$ cat src/rtl/vfpu_alu_pipe_pkg.sv
// Shared types for the vector integer ALU pipeline: operation codes, FSM states, lane width.
// The saturating helper is only referenced when VFPU_SAT_EN is defined.
package vfpu_package;

   localparam int unsigned VFPU_LANE_W = 32;

   typedef enum logic [2:0] {
      VFPU_ADD = 3'd0,
      VFPU_SUB = 3'd1,
      VFPU_MUL = 3'd2,
      VFPU_MIN = 3'd3,
      VFPU_MAX = 3'd4
   } vfpu_op_t;

   typedef enum logic [1:0] {
      IDLE  = 2'd0,
      RUN   = 2'd1,
      DRAIN = 2'd2,
      DONE  = 2'd3
   } vfpu_state_t;

   // Clamp a 33-bit sign-extended sum/difference to the signed 32-bit range.
   function automatic logic [31:0] vfpu_sat32(input logic [32:0] x);
      if (x[32] != x[31]) begin
         return x[32] ? 32'h8000_0000 : 32'h7FFF_FFFF;
      end
      return x[31:0];
   endfunction

endpackage

$ cat src/rtl/hwpe_stream_intf_stream.sv
// Valid/ready stream bundle carrying data plus a per-byte strobe.
interface hwpe_stream_intf_stream #(
   parameter int unsigned DATA_WIDTH = 32
) ();

   logic                    valid;
   logic                    ready;
   logic [DATA_WIDTH-1:0]   data;
   logic [DATA_WIDTH/8-1:0] strb;

   modport master (output valid, output data, output strb, input ready);
   modport slave  (input valid, input data, input strb, output ready);

endinterface

$ cat src/rtl/vfpu_alu_pipe_lane.sv
// Combinational 32-bit lane ALU: ADD/SUB/MUL/MIN/MAX, zero for undefined codes.
// VFPU_SAT_EN selects saturating ADD/SUB instead of modulo-2^32 wrap.
module vfpu_lane
   import vfpu_package::*;
(
   input  logic [2:0]  op,
   input  logic [31:0] a,
   input  logic [31:0] b,
   output logic [31:0] r
);

   logic [31:0] add_res;
   logic [31:0] sub_res;
   logic [31:0] mul_res;

`ifdef VFPU_SAT_EN
   logic [32:0] sum_wide;
   logic [32:0] diff_wide;

   assign sum_wide  = {a[31], a} + {b[31], b};
   assign diff_wide = {a[31], a} - {b[31], b};
   assign add_res   = vfpu_sat32(sum_wide);
   assign sub_res   = vfpu_sat32(diff_wide);
`else
   assign add_res = a + b;
   assign sub_res = a - b;
`endif

   // Low half of the product is identical for signed and unsigned operands.
   assign mul_res = a * b;

   always_comb begin
      r = '0;
      case (op)
         VFPU_ADD: r = add_res;
         VFPU_SUB: r = sub_res;
         VFPU_MUL: r = mul_res;
         VFPU_MIN: r = ($signed(a) < $signed(b)) ? a : b;
         VFPU_MAX: r = ($signed(a) < $signed(b)) ? b : a;
         default:  r = '0;
      endcase
   end

endmodule

$ cat src/rtl/vfpu_alu_pipe.sv
// Joins two operand streams, applies a per-lane integer op, and delivers results through
// an elastic PIPE_DEPTH-stage pipeline; counts beats against a job length. Option: VFPU_SAT_EN.
module vfpu_alu_pipe
   import vfpu_package::*;
#(
   parameter int unsigned DATA_WIDTH = 32,
   parameter int unsigned PIPE_DEPTH = 2,
   parameter int unsigned CNT_WIDTH  = 16
) (
   input  logic                  clk_i,
   input  logic                  rst_i,
   input  logic                  clear_i,
   input  logic                  start_i,
   input  logic [2:0]            op_i,
   input  logic [CNT_WIDTH-1:0]  len_i,
   hwpe_stream_intf_stream.slave  a_i,
   hwpe_stream_intf_stream.slave  b_i,
   hwpe_stream_intf_stream.master r_o,
   output logic                  busy_o,
   output logic                  done_o,
   output logic [CNT_WIDTH-1:0]  beat_cnt_o
);

   localparam int unsigned LANES  = DATA_WIDTH / VFPU_LANE_W;
   localparam int unsigned STRB_W = DATA_WIDTH / 8;
   localparam int unsigned LAST   = PIPE_DEPTH - 1;
   localparam logic [CNT_WIDTH-1:0] CNT_ONE = CNT_WIDTH'(1);

   vfpu_state_t state_reg;
   vfpu_state_t state_next;

   logic [2:0]           op_reg;
   logic [CNT_WIDTH-1:0] len_reg;
   logic [CNT_WIDTH-1:0] issued_reg;
   logic [CNT_WIDTH-1:0] delivered_reg;

   logic [DATA_WIDTH-1:0] alu_data;
   logic [STRB_W-1:0]     join_strb;
   logic                  fire;
   logic                  out_hs;

   logic [PIPE_DEPTH-1:0] valid_reg;
   logic [DATA_WIDTH-1:0] data_reg [PIPE_DEPTH];
   logic [STRB_W-1:0]     strb_reg [PIPE_DEPTH];
   logic [PIPE_DEPTH-1:0] in_valid;
   logic [DATA_WIDTH-1:0] in_data  [PIPE_DEPTH];
   logic [STRB_W-1:0]     in_strb  [PIPE_DEPTH];
   logic [PIPE_DEPTH:0]   move;

   genvar gi;

   // Results are formed combinationally ahead of stage 0.
   generate
      for (gi = 0; gi < LANES; gi++) begin : g_lane
         vfpu_lane u_lane (
            .op (op_reg),
            .a  (a_i.data[gi*VFPU_LANE_W +: VFPU_LANE_W]),
            .b  (b_i.data[gi*VFPU_LANE_W +: VFPU_LANE_W]),
            .r  (alu_data[gi*VFPU_LANE_W +: VFPU_LANE_W])
         );
      end
   endgenerate

   assign join_strb = a_i.strb & b_i.strb;

   // A stage may load when it is empty or its content moves on this cycle.
   always_comb begin
      move             = '0;
      move[PIPE_DEPTH] = r_o.ready;
      for (int k = PIPE_DEPTH - 1; k >= 0; k--) begin
         move[k] = ~valid_reg[k] | move[k+1];
      end
   end

   assign fire      = (state_reg == RUN) & a_i.valid & b_i.valid & move[0];
   assign a_i.ready = fire;
   assign b_i.ready = fire;
   assign out_hs    = valid_reg[LAST] & r_o.ready;

   generate
      for (gi = 0; gi < PIPE_DEPTH; gi++) begin : g_stage_in
         if (gi == 0) begin : g_head
            assign in_valid[gi] = fire;
            assign in_data[gi]  = alu_data;
            assign in_strb[gi]  = join_strb;
         end else begin : g_body
            assign in_valid[gi] = valid_reg[gi-1];
            assign in_data[gi]  = data_reg[gi-1];
            assign in_strb[gi]  = strb_reg[gi-1];
         end
      end
   endgenerate

   always_ff @(posedge clk_i or posedge rst_i) begin
      if (rst_i) begin
         valid_reg <= '0;
         for (int k = 0; k < PIPE_DEPTH; k++) begin
            data_reg[k] <= '0;
            strb_reg[k] <= '0;
         end
      end else if (clear_i) begin
         valid_reg <= '0;
         for (int k = 0; k < PIPE_DEPTH; k++) begin
            data_reg[k] <= '0;
            strb_reg[k] <= '0;
         end
      end else begin
         for (int k = 0; k < PIPE_DEPTH; k++) begin
            if (move[k]) begin
               valid_reg[k] <= in_valid[k];
               if (in_valid[k]) begin
                  data_reg[k] <= in_data[k];
                  strb_reg[k] <= in_strb[k];
               end
            end
         end
      end
   end

   assign r_o.valid = valid_reg[LAST];
   assign r_o.data  = data_reg[LAST];
   assign r_o.strb  = strb_reg[LAST];

   always_comb begin
      state_next = state_reg;
      busy_o     = 1'b0;
      done_o     = 1'b0;
      case (state_reg)
         IDLE: begin
            if (start_i) begin
               state_next = (len_i == '0) ? DONE : RUN;
            end
         end
         RUN: begin
            busy_o = 1'b1;
            if (fire && ((issued_reg + CNT_ONE) == len_reg)) begin
               state_next = DRAIN;
            end
         end
         DRAIN: begin
            busy_o = 1'b1;
            if (out_hs && ((delivered_reg + CNT_ONE) == len_reg)) begin
               state_next = DONE;
            end
         end
         DONE: begin
            done_o     = 1'b1;
            state_next = IDLE;
         end
         default: state_next = IDLE;
      endcase
   end

   always_ff @(posedge clk_i or posedge rst_i) begin
      if (rst_i) begin
         state_reg     <= IDLE;
         op_reg        <= '0;
         len_reg       <= '0;
         issued_reg    <= '0;
         delivered_reg <= '0;
      end else if (clear_i) begin
         state_reg     <= IDLE;
         op_reg        <= '0;
         len_reg       <= '0;
         issued_reg    <= '0;
         delivered_reg <= '0;
      end else begin
         state_reg <= state_next;
         if (state_reg == IDLE && start_i) begin
            op_reg        <= op_i;
            len_reg       <= len_i;
            issued_reg    <= '0;
            delivered_reg <= '0;
         end else begin
            if (fire) begin
               issued_reg <= issued_reg + CNT_ONE;
            end
            if (out_hs) begin
               delivered_reg <= delivered_reg + CNT_ONE;
            end
         end
      end
   end

   assign beat_cnt_o = delivered_reg;

endmodule

$ cat src/flat_wrapper.sv
// flat-port wrapper written by rule: the top's interface ports become plain ports
module vfpu_alu_pipe_flat import vfpu_package::*;
#(
   parameter int unsigned DATA_WIDTH = 32,
   parameter int unsigned PIPE_DEPTH = 2,
   parameter int unsigned CNT_WIDTH  = 16
)
  (clk_i, rst_i, clear_i, start_i, op_i, len_i, busy_o, done_o, beat_cnt_o, a_i_valid, a_i_data, a_i_strb, a_i_ready, b_i_valid, b_i_data, b_i_strb, b_i_ready, r_o_valid, r_o_data, r_o_strb, r_o_ready);
  hwpe_stream_intf_stream #(.DATA_WIDTH(DATA_WIDTH)) a_i_i ();
  hwpe_stream_intf_stream #(.DATA_WIDTH(DATA_WIDTH)) b_i_i ();
  hwpe_stream_intf_stream #(.DATA_WIDTH(DATA_WIDTH)) r_o_i ();
  input  logic clk_i;
  input  logic rst_i;
  input  logic clear_i;
  input  logic start_i;
  input  logic [2:0] op_i;
  input  logic [CNT_WIDTH-1:0] len_i;
  output logic busy_o;
  output logic done_o;
  output logic [CNT_WIDTH-1:0] beat_cnt_o;
  input wire logic [$bits(a_i_i.valid)-1:0] a_i_valid;
  input wire logic [$bits(a_i_i.data)-1:0] a_i_data;
  input wire logic [$bits(a_i_i.strb)-1:0] a_i_strb;
  output wire logic [$bits(a_i_i.ready)-1:0] a_i_ready;
  input wire logic [$bits(b_i_i.valid)-1:0] b_i_valid;
  input wire logic [$bits(b_i_i.data)-1:0] b_i_data;
  input wire logic [$bits(b_i_i.strb)-1:0] b_i_strb;
  output wire logic [$bits(b_i_i.ready)-1:0] b_i_ready;
  output wire logic [$bits(r_o_i.valid)-1:0] r_o_valid;
  output wire logic [$bits(r_o_i.data)-1:0] r_o_data;
  output wire logic [$bits(r_o_i.strb)-1:0] r_o_strb;
  input wire logic [$bits(r_o_i.ready)-1:0] r_o_ready;
  assign a_i_i.valid = a_i_valid;
  assign a_i_i.data = a_i_data;
  assign a_i_i.strb = a_i_strb;
  assign a_i_ready = a_i_i.ready;
  assign b_i_i.valid = b_i_valid;
  assign b_i_i.data = b_i_data;
  assign b_i_i.strb = b_i_strb;
  assign b_i_ready = b_i_i.ready;
  assign r_o_valid = r_o_i.valid;
  assign r_o_data = r_o_i.data;
  assign r_o_strb = r_o_i.strb;
  assign r_o_i.ready = r_o_ready;
  vfpu_alu_pipe #(.DATA_WIDTH(DATA_WIDTH), .PIPE_DEPTH(PIPE_DEPTH), .CNT_WIDTH(CNT_WIDTH)) u_core (.clk_i(clk_i), .rst_i(rst_i), .clear_i(clear_i), .start_i(start_i), .op_i(op_i), .len_i(len_i), .a_i(a_i_i), .b_i(b_i_i), .r_o(r_o_i), .busy_o(busy_o), .done_o(done_o), .beat_cnt_o(beat_cnt_o));
endmodule
$ cat config.mk
export PLATFORM = sky130hd
export DESIGN_NAME = vfpu_alu_pipe_flat
export DESIGN_NICKNAME = d
export VERILOG_FILES = /design/src/rtl/vfpu_alu_pipe_pkg.sv /design/src/rtl/hwpe_stream_intf_stream.sv /design/src/rtl/vfpu_alu_pipe_lane.sv /design/src/rtl/vfpu_alu_pipe.sv /design/src/flat_wrapper.sv
export SDC_FILE = /design/constraint.sdc
export NUM_CORES = 2
export LEC_CHECK = 0
export BUFFER_PORTS_ARGS = -buffer_cell sky130_fd_sc_hd__buf_2
export CELL_PAD_IN_SITES_DETAIL_PLACEMENT = 1
export CELL_PAD_IN_SITES_GLOBAL_PLACEMENT = 2
export CORE_MARGIN = 3
export CORE_UTILIZATION = 40
export DETAILED_ROUTE_END_ITERATION = 10
export PLACE_DENSITY_LB_ADDON = 0.1
export SLEW_MARGIN = 20
export SYNTH_ARGS = -nofsm -noshare
export SYNTH_HDL_FRONTEND = slang
export SYNTH_SLANG_ARGS = --single-unit
$ cat constraint.sdc
create_clock -name clk_i -period 4.04 [get_ports clk_i]
set_input_delay 0.202 -clock clk_i [delete_from_list [all_inputs] [get_ports clk_i]]
set_output_delay 0.202 -clock clk_i [all_outputs]
set_load 0.03 [all_outputs]
# ---- After elaboration in Yosys (flattened, before gate mapping)
# Cells that the tools add are included.
dict set report op_classes {
  order_cmp 1
  reduce_logical 17
  addsub 4
  n_eq_ne 12
  n_bitwise 9
  n_mux 34
  n_mul 1
}
# cell count
set op_table {}
lappend op_table {{two-way mux 32 bit} 6}
lappend op_table {{case mux 32 bit (5 select lines)} 1}
lappend op_table {{two-way mux 16 bit} 8}
lappend op_table {{two-way mux 64 bit} 1}
lappend op_table {{adder 16 x 1 -> 16 bit (second input constant)} 2}
lappend op_table {{adder 32 bit} 1}
lappend op_table {{== test 16 bit} 2}
lappend op_table {{less-than comparator 32 bit} 1}
lappend op_table {{multiplier 32 x 32 -> 32 bit} 1}
lappend op_table {{subtractor 32 bit} 1}
lappend op_table {{zero test 16 bit} 1}
lappend op_table {{two-way mux 4 bit} 4}
lappend op_table {{two-way mux 2 bit} 6}
lappend op_table {{nonzero test 2 bit} 5}
lappend op_table {{two-way mux 8 bit} 1}
lappend op_table {{case mux 2 bit (4 select lines)} 1}
lappend op_table {{== test 3 x 2 -> 1 bit (second input constant)} 2}
lappend op_table {{two-way mux 3 bit} 2}
lappend op_table {{inequality test 3 bit (second input constant)} 2}
lappend op_table {{nonzero test 3 bit} 2}
lappend op_table {{bitwise AND 1 bit} 4}
lappend op_table {{bitwise AND 4 bit} 1}
lappend op_table {{== test 2 bit (second input constant)} 2}
lappend op_table {{two-way mux 1 bit} 4}
lappend op_table {{other kinds (12)} 17}
dict set report word_totals {
  register_bits 127
  out_inout_bits 57
}

# ---- Depth between registers and ports, before layout
dict set report logic_depth {
  ltp_word 8
  mapped_depth 28
}

# ---- Hierarchy
# From an unflattened synthesis, not the netlist that was laid out.
dict set report hier_totals {
  hier_cells 2977
  hier_area_um2 26040.0
}
# module cells_per_inst seq_area_each_um2 area_each_um2 instances
set modules_own_cells {}
lappend modules_own_cells {vfpu_lane 2314 0.0 19596.3 1}
lappend modules_own_cells {vfpu_alu_pipe 663 3178.0 6443.7 1}

# ---- Worst setup path before layout
# No wires, ideal clock.
dict set report synth_path {
  path_type {input to register}
  startpoint {input a_i_data[13]}
  endpoint {register u_core.data_reg[60] (netlist name)}
  arrival_time_ns 6.744
  setup_slack_ns -2.830
  required_ns 3.914
  path_buffers 2
  cell_stages 26
  path_cell_list {clkbuf_1 > clkbuf_1 > and2_1 > fa_1 > fa_1 > fa_1 > inv_1 > fa_1 > inv_1 > fa_1 > inv_1 > fa_1 > inv_1 > fa_1 > fa_1 > ha_1 > a21o_1 > a31oi_1 > nor3b_1 > o211ai_1 > nand2_1 > o41ai_2 > o21ai_0 > xnor2_1 > nor3_1 > a221o_1}
}
dict set report synth_via {
  elab_chain_cells 6
  elab_cells_between_ends 10
}
# item line
set synth_rtl {}
lappend synth_rtl {{start: declaration} flat_wrapper.sv:22} ;# input wire logic [$bits(a_i_i.data)-1:0] a_i_data;
lappend synth_rtl {{branches (longest 2 deep; another with multiplier 32 x 32 -> 32 bit)} -}
lappend synth_rtl {{case mux 32 bit (5 select lines) *} vfpu_alu_pipe_lane.sv:34} ;# case (op)
lappend synth_rtl {{two-way mux 32 bit *} vfpu_alu_pipe.sv:111} ;# if (in_valid[k]) begin
lappend synth_rtl {{two-way mux 32 bit *} vfpu_alu_pipe.sv:109} ;# if (move[k]) begin
lappend synth_rtl {{two-way mux 64 bit *} vfpu_alu_pipe.sv:101} ;# end else if (clear_i) begin
lappend synth_rtl {{end signal: indexed assignment} vfpu_alu_pipe.sv:112} ;# data_reg[k] <= in_data[k];
lappend synth_rtl {{end: declaration} vfpu_alu_pipe.sv:43} ;# logic [DATA_WIDTH-1:0] data_reg [PIPE_DEPTH];
# Every way passes the cells marked *. The select of a mux whose other input is x is not followed.
# A chain may end at the register's enable or synchronous reset.

# ---- Worst setup path in the final report
dict set report layout_path {
  startpoint {input a_i_data[12]}
  endpoint {register u_core.data_reg[63] (netlist name)}
}
# Same word-level chain as after synthesis.

==> results by group <==
Outcome
  • Outcome: complete, but fails checks
  • Violated checks: negative setup slack

Placed design
  • HPWL after DPL: 87.3 mm
  • Routability Congestion: 0.967
  • Cell count after placement: 4128
  • Port buffer count: 154
  • Post-place instance area: 30100 um^2

Route
  • Detail Route Antenna Nets: 0
  • Count of TritonRoute iterations in the first routing pass: 5
  • Total wire length: 106 mm
  • Vias per cell: 5.44
  • Drc violations: 0
  • Via total after detailed routing: 22900
  • Routed len/inst: 25.1 um
  • 1st-iter DRT viols: 1508

Synthesis
  • Netlist area before placement: 25700 um^2
  • Avg Synthesized Cell Area: 8.81 um^2
  • Count of different cell masters after synthesis: 80
  • Synth top area cells: fa_1 32%, dfrtp_1 12%, ha_1 9.4%, and2_1 6.9%, inv_1 6.6%
  • Proportion of synthesized chip area in sequential cells: 12.4%
  • Syn Inst Count: 2913
  • Post-Synthesis Net Count: 3613
  • Area share of the largest cell type after synthesis: 32.0%
  • Main flop type after synthesis: dfrtp_1
  • Share of flip-flops with an asynchronous set or reset after synthesis: 100%
  • Library cell occupying the most area in the post-synthesis netlist: fa_1
  • #FFs+latches synth: 127
  • Post-synth EDFFs: 0
  • Number of warning messages in the yosys log: 0

Clock network
  • Clk sinks: 127
  • Number of buffers on the longest clock path: 2
  • TritonCTS clock tree: yes
  • Clock transition at path regs: 0.08 ns
  • Htree depth: 4
  • Clk root buf: clkbuf_16
  • Cts bufs inserted: 17
  • Latest clock arrival within the worst-skew pair: 0.45 ns

Critical path
  • R2R Setup Slk: 0.72 ns
  • CP required: 4.40 ns
  • Crit-path max FO: 9
  • Worst Setup Path Type: input port to flip-flop
  • Critical path startpoint category: input port
  • Critical Path End Type: flip-flop
  • CP arrival: 6.84 ns

Layout
  • Ratio of cells with drive above 1 in the final layout: 26.6%
  • FILL cells: 7349
  • Finished Layout Cells: 4212
  • Layout Area Growth over Synthesis: 27.7%
  • Area of all placed cells without fillers: 32800 um^2
  • Diodes inserted: 0
  • End-of-flow core utilization: 51.7%
  • Final net count: 4053

Timing
  • Hold violation count in the final report: 0
  • Actual transition at the worst max-transition pin: 0.890 ns
  • Pins Over Slew Limit: 0
  • Share of the cycle needed by the critical path after routing: 161%
  • Setup repair after global routing missed its margin: yes
  • Slew Limit Headroom: 40.1%
  • Worst clock skew: 0.0215 ns
  • Fmax: 154 MHz
  • Post-route worst hold slack: 0.0252 ns
  • # setup viols final: 26
  • Worst-case setup margin in the final layout: -2.44 ns
  • Final min period: 6.48 ns

Floorplan
  • Chip Width: 259 um
  • Starting density of the core: 40.5%
  • Core ar.: 63300 um^2
  • IO Count: 155
  • Height of the die: 259 um
  • Standard-cell row count: 92
  • Area of the die: 67200 um^2

Flow run
  • Max capacitance violation total: 0

GRT
  • Vias in the first global route: 26000
  • Global route total overflow: 0
  • Initial antenna violation count: 2
  • GRT Total Usage: 31.6%
  • Pin count of the biggest net entering global routing: 108
  • Wire length of the first global-routing pass: 160 mm

Hold path
  • Classification of the worst-slack hold path: input port to flip-flop
[routing by layer]
metal	vias to the layer above	part of all wire, %	global-route usage (%)
met5	-	0	0
met4	0	3.3	9.25
met3	155	4.6	3.20
met2	647	48	53.1
met1	12000	45	43.4
li1	10100	-	-
[placed cells by master (no fill, tap or decap), types with 13 or more instances in the layout]
cell type	n
buf_2	126
inv_2	25
a211oi_1	15
ha_4	48
a21oi_2	15
fa_1	380
nor3_1	22
buf_6	49
buf_8	13
a21o_1	17
dfrtp_1	127
a22o_1	59
a21oi_1	75
clkbuf_16	18
buf_4	390
o21ai_1	15
nor4_1	15
xnor2_1	111
a221oi_1	14
and2_1	245
o21ai_2	14
fa_2	30
ha_1	139
inv_1	422
nand2b_1	18
nor2_1	134
and2_4	37
nand3_1	31
a222oi_1	16
buf_12	21
xor2_1	65
o21ai_0	60
nand2_1	319
[final cells by class]
type	count	area [um^2]	area share [%]
multi-input cells	2141	21300	64.9
repair buffers	615	4930	15.1
flip-flops and latches	127	3180	9.70
inverters	451	1700	5.19
well taps	846	1060	3.23
clock buffers	17	425	1.30
clock inverters	15	189	0.577
[path summary, 6_finish.rpt]
kind / end / start / cells after the start
worst max-delay path: u_core.data_reg[63] / a_i_data[12] / 27
worst min-delay path: u_core.len_reg[4] / len_i[4] / 2
worst max register to register: u_core.state_reg[0] / u_core.state_reg[1] / 12
worst min register to register: u_core.data_reg[35] / u_core.data_reg[35] / 1
max in group asynchronous: u_core.data_reg[56] / rst_i / 4
min in group asynchronous: u_core.r_o.data[5] / rst_i / 3
[per-stage QoR]
| stage | worst slack [ns] | TNS [ns] |
|---|---|---|
| finish | -2.44 | -47.34 |
| detailed placement | -3.16 | -67.76 |
| CTS | -2.40 | -47.48 |
| global route | -2.64 | -51.52 |
| floorplan | -2.64 | -46.56 |
| global placement | -3.06 | -65.31 |
[cell usage after synthesis (7+ instances only)]
| library cell | count |
|---|---|
| fa_1 | 410 |
| nor3_1 | 23 |
| a211oi_1 | 20 |
| nand2_1 | 321 |
| clkbuf_1 | 133 |
| a221o_1 | 7 |
| nor2_1 | 144 |
| and3_1 | 8 |
| dfrtp_1 | 127 |
| a221oi_1 | 20 |
| a31oi_1 | 11 |
| nand4_1 | 12 |
| a222oi_1 | 16 |
| xnor2_1 | 118 |
| and2_1 | 282 |
| nor4_1 | 15 |
| nor2b_1 | 10 |
| nand3_1 | 32 |
| o21ai_0 | 86 |
| mux2i_1 | 9 |
| xor2_1 | 69 |
| or2_2 | 9 |
| ha_1 | 192 |
| a22o_1 | 59 |
| o22ai_1 | 14 |
| buf_2 | 17 |
| o211ai_1 | 8 |
| o21ai_1 | 8 |
| o31ai_1 | 10 |
| a21o_1 | 17 |
| a21oi_1 | 91 |
| inv_1 | 448 |
| nand2b_1 | 18 |
| buf_4 | 36 |
| or3_1 | 8 |
| o21bai_1 | 7 |
[critical path, cell delays in order]
cell and delay [ns]:
buf_8 0.10, buf_8 0.12, buf_12 0.12, buf_12 0.14, and2_4 0.16, fa_2 0.53, fa_2 0.45, fa_1 0.51
inv_1 0.05, fa_1 0.47, inv_1 0.05, fa_1 0.50, fa_2 0.44, fa_1 0.52, fa_2 0.47, ha_4 0.30
nand4_1 0.22, nor2_2 0.19, nand3_1 0.13, a21oi_2 0.19, nor2_2 0.06, a31o_4 0.26, o21ai_4 0.15, xnor2_2 0.13
buf_4 0.14, nand2_1 0.08, a41oi_2 0.17
[kinds of logic after synthesis]
family	share of synthesized area, %
buf+inv	10.1
compound gates	12.0
xor+xnor	6.38
fa+ha+maj	41.4
simple gates	17.4
flops	12.4
mux	0.351
[repair_timing]
action / 4_1_cts / 5_1_grt
pin swaps: 119 / 108
gates resized for setup: 255 / 115
buffers inserted: 30 / 16
setup endpoints to repair: 26 / 27
hold endpoints to repair: 16 / 0
hold buffers: 12 / 0
cloned: 1 / 1
Power is not shown: default switching activity piles up to over one toggle a cycle in this logic, so the estimate is an artifact.
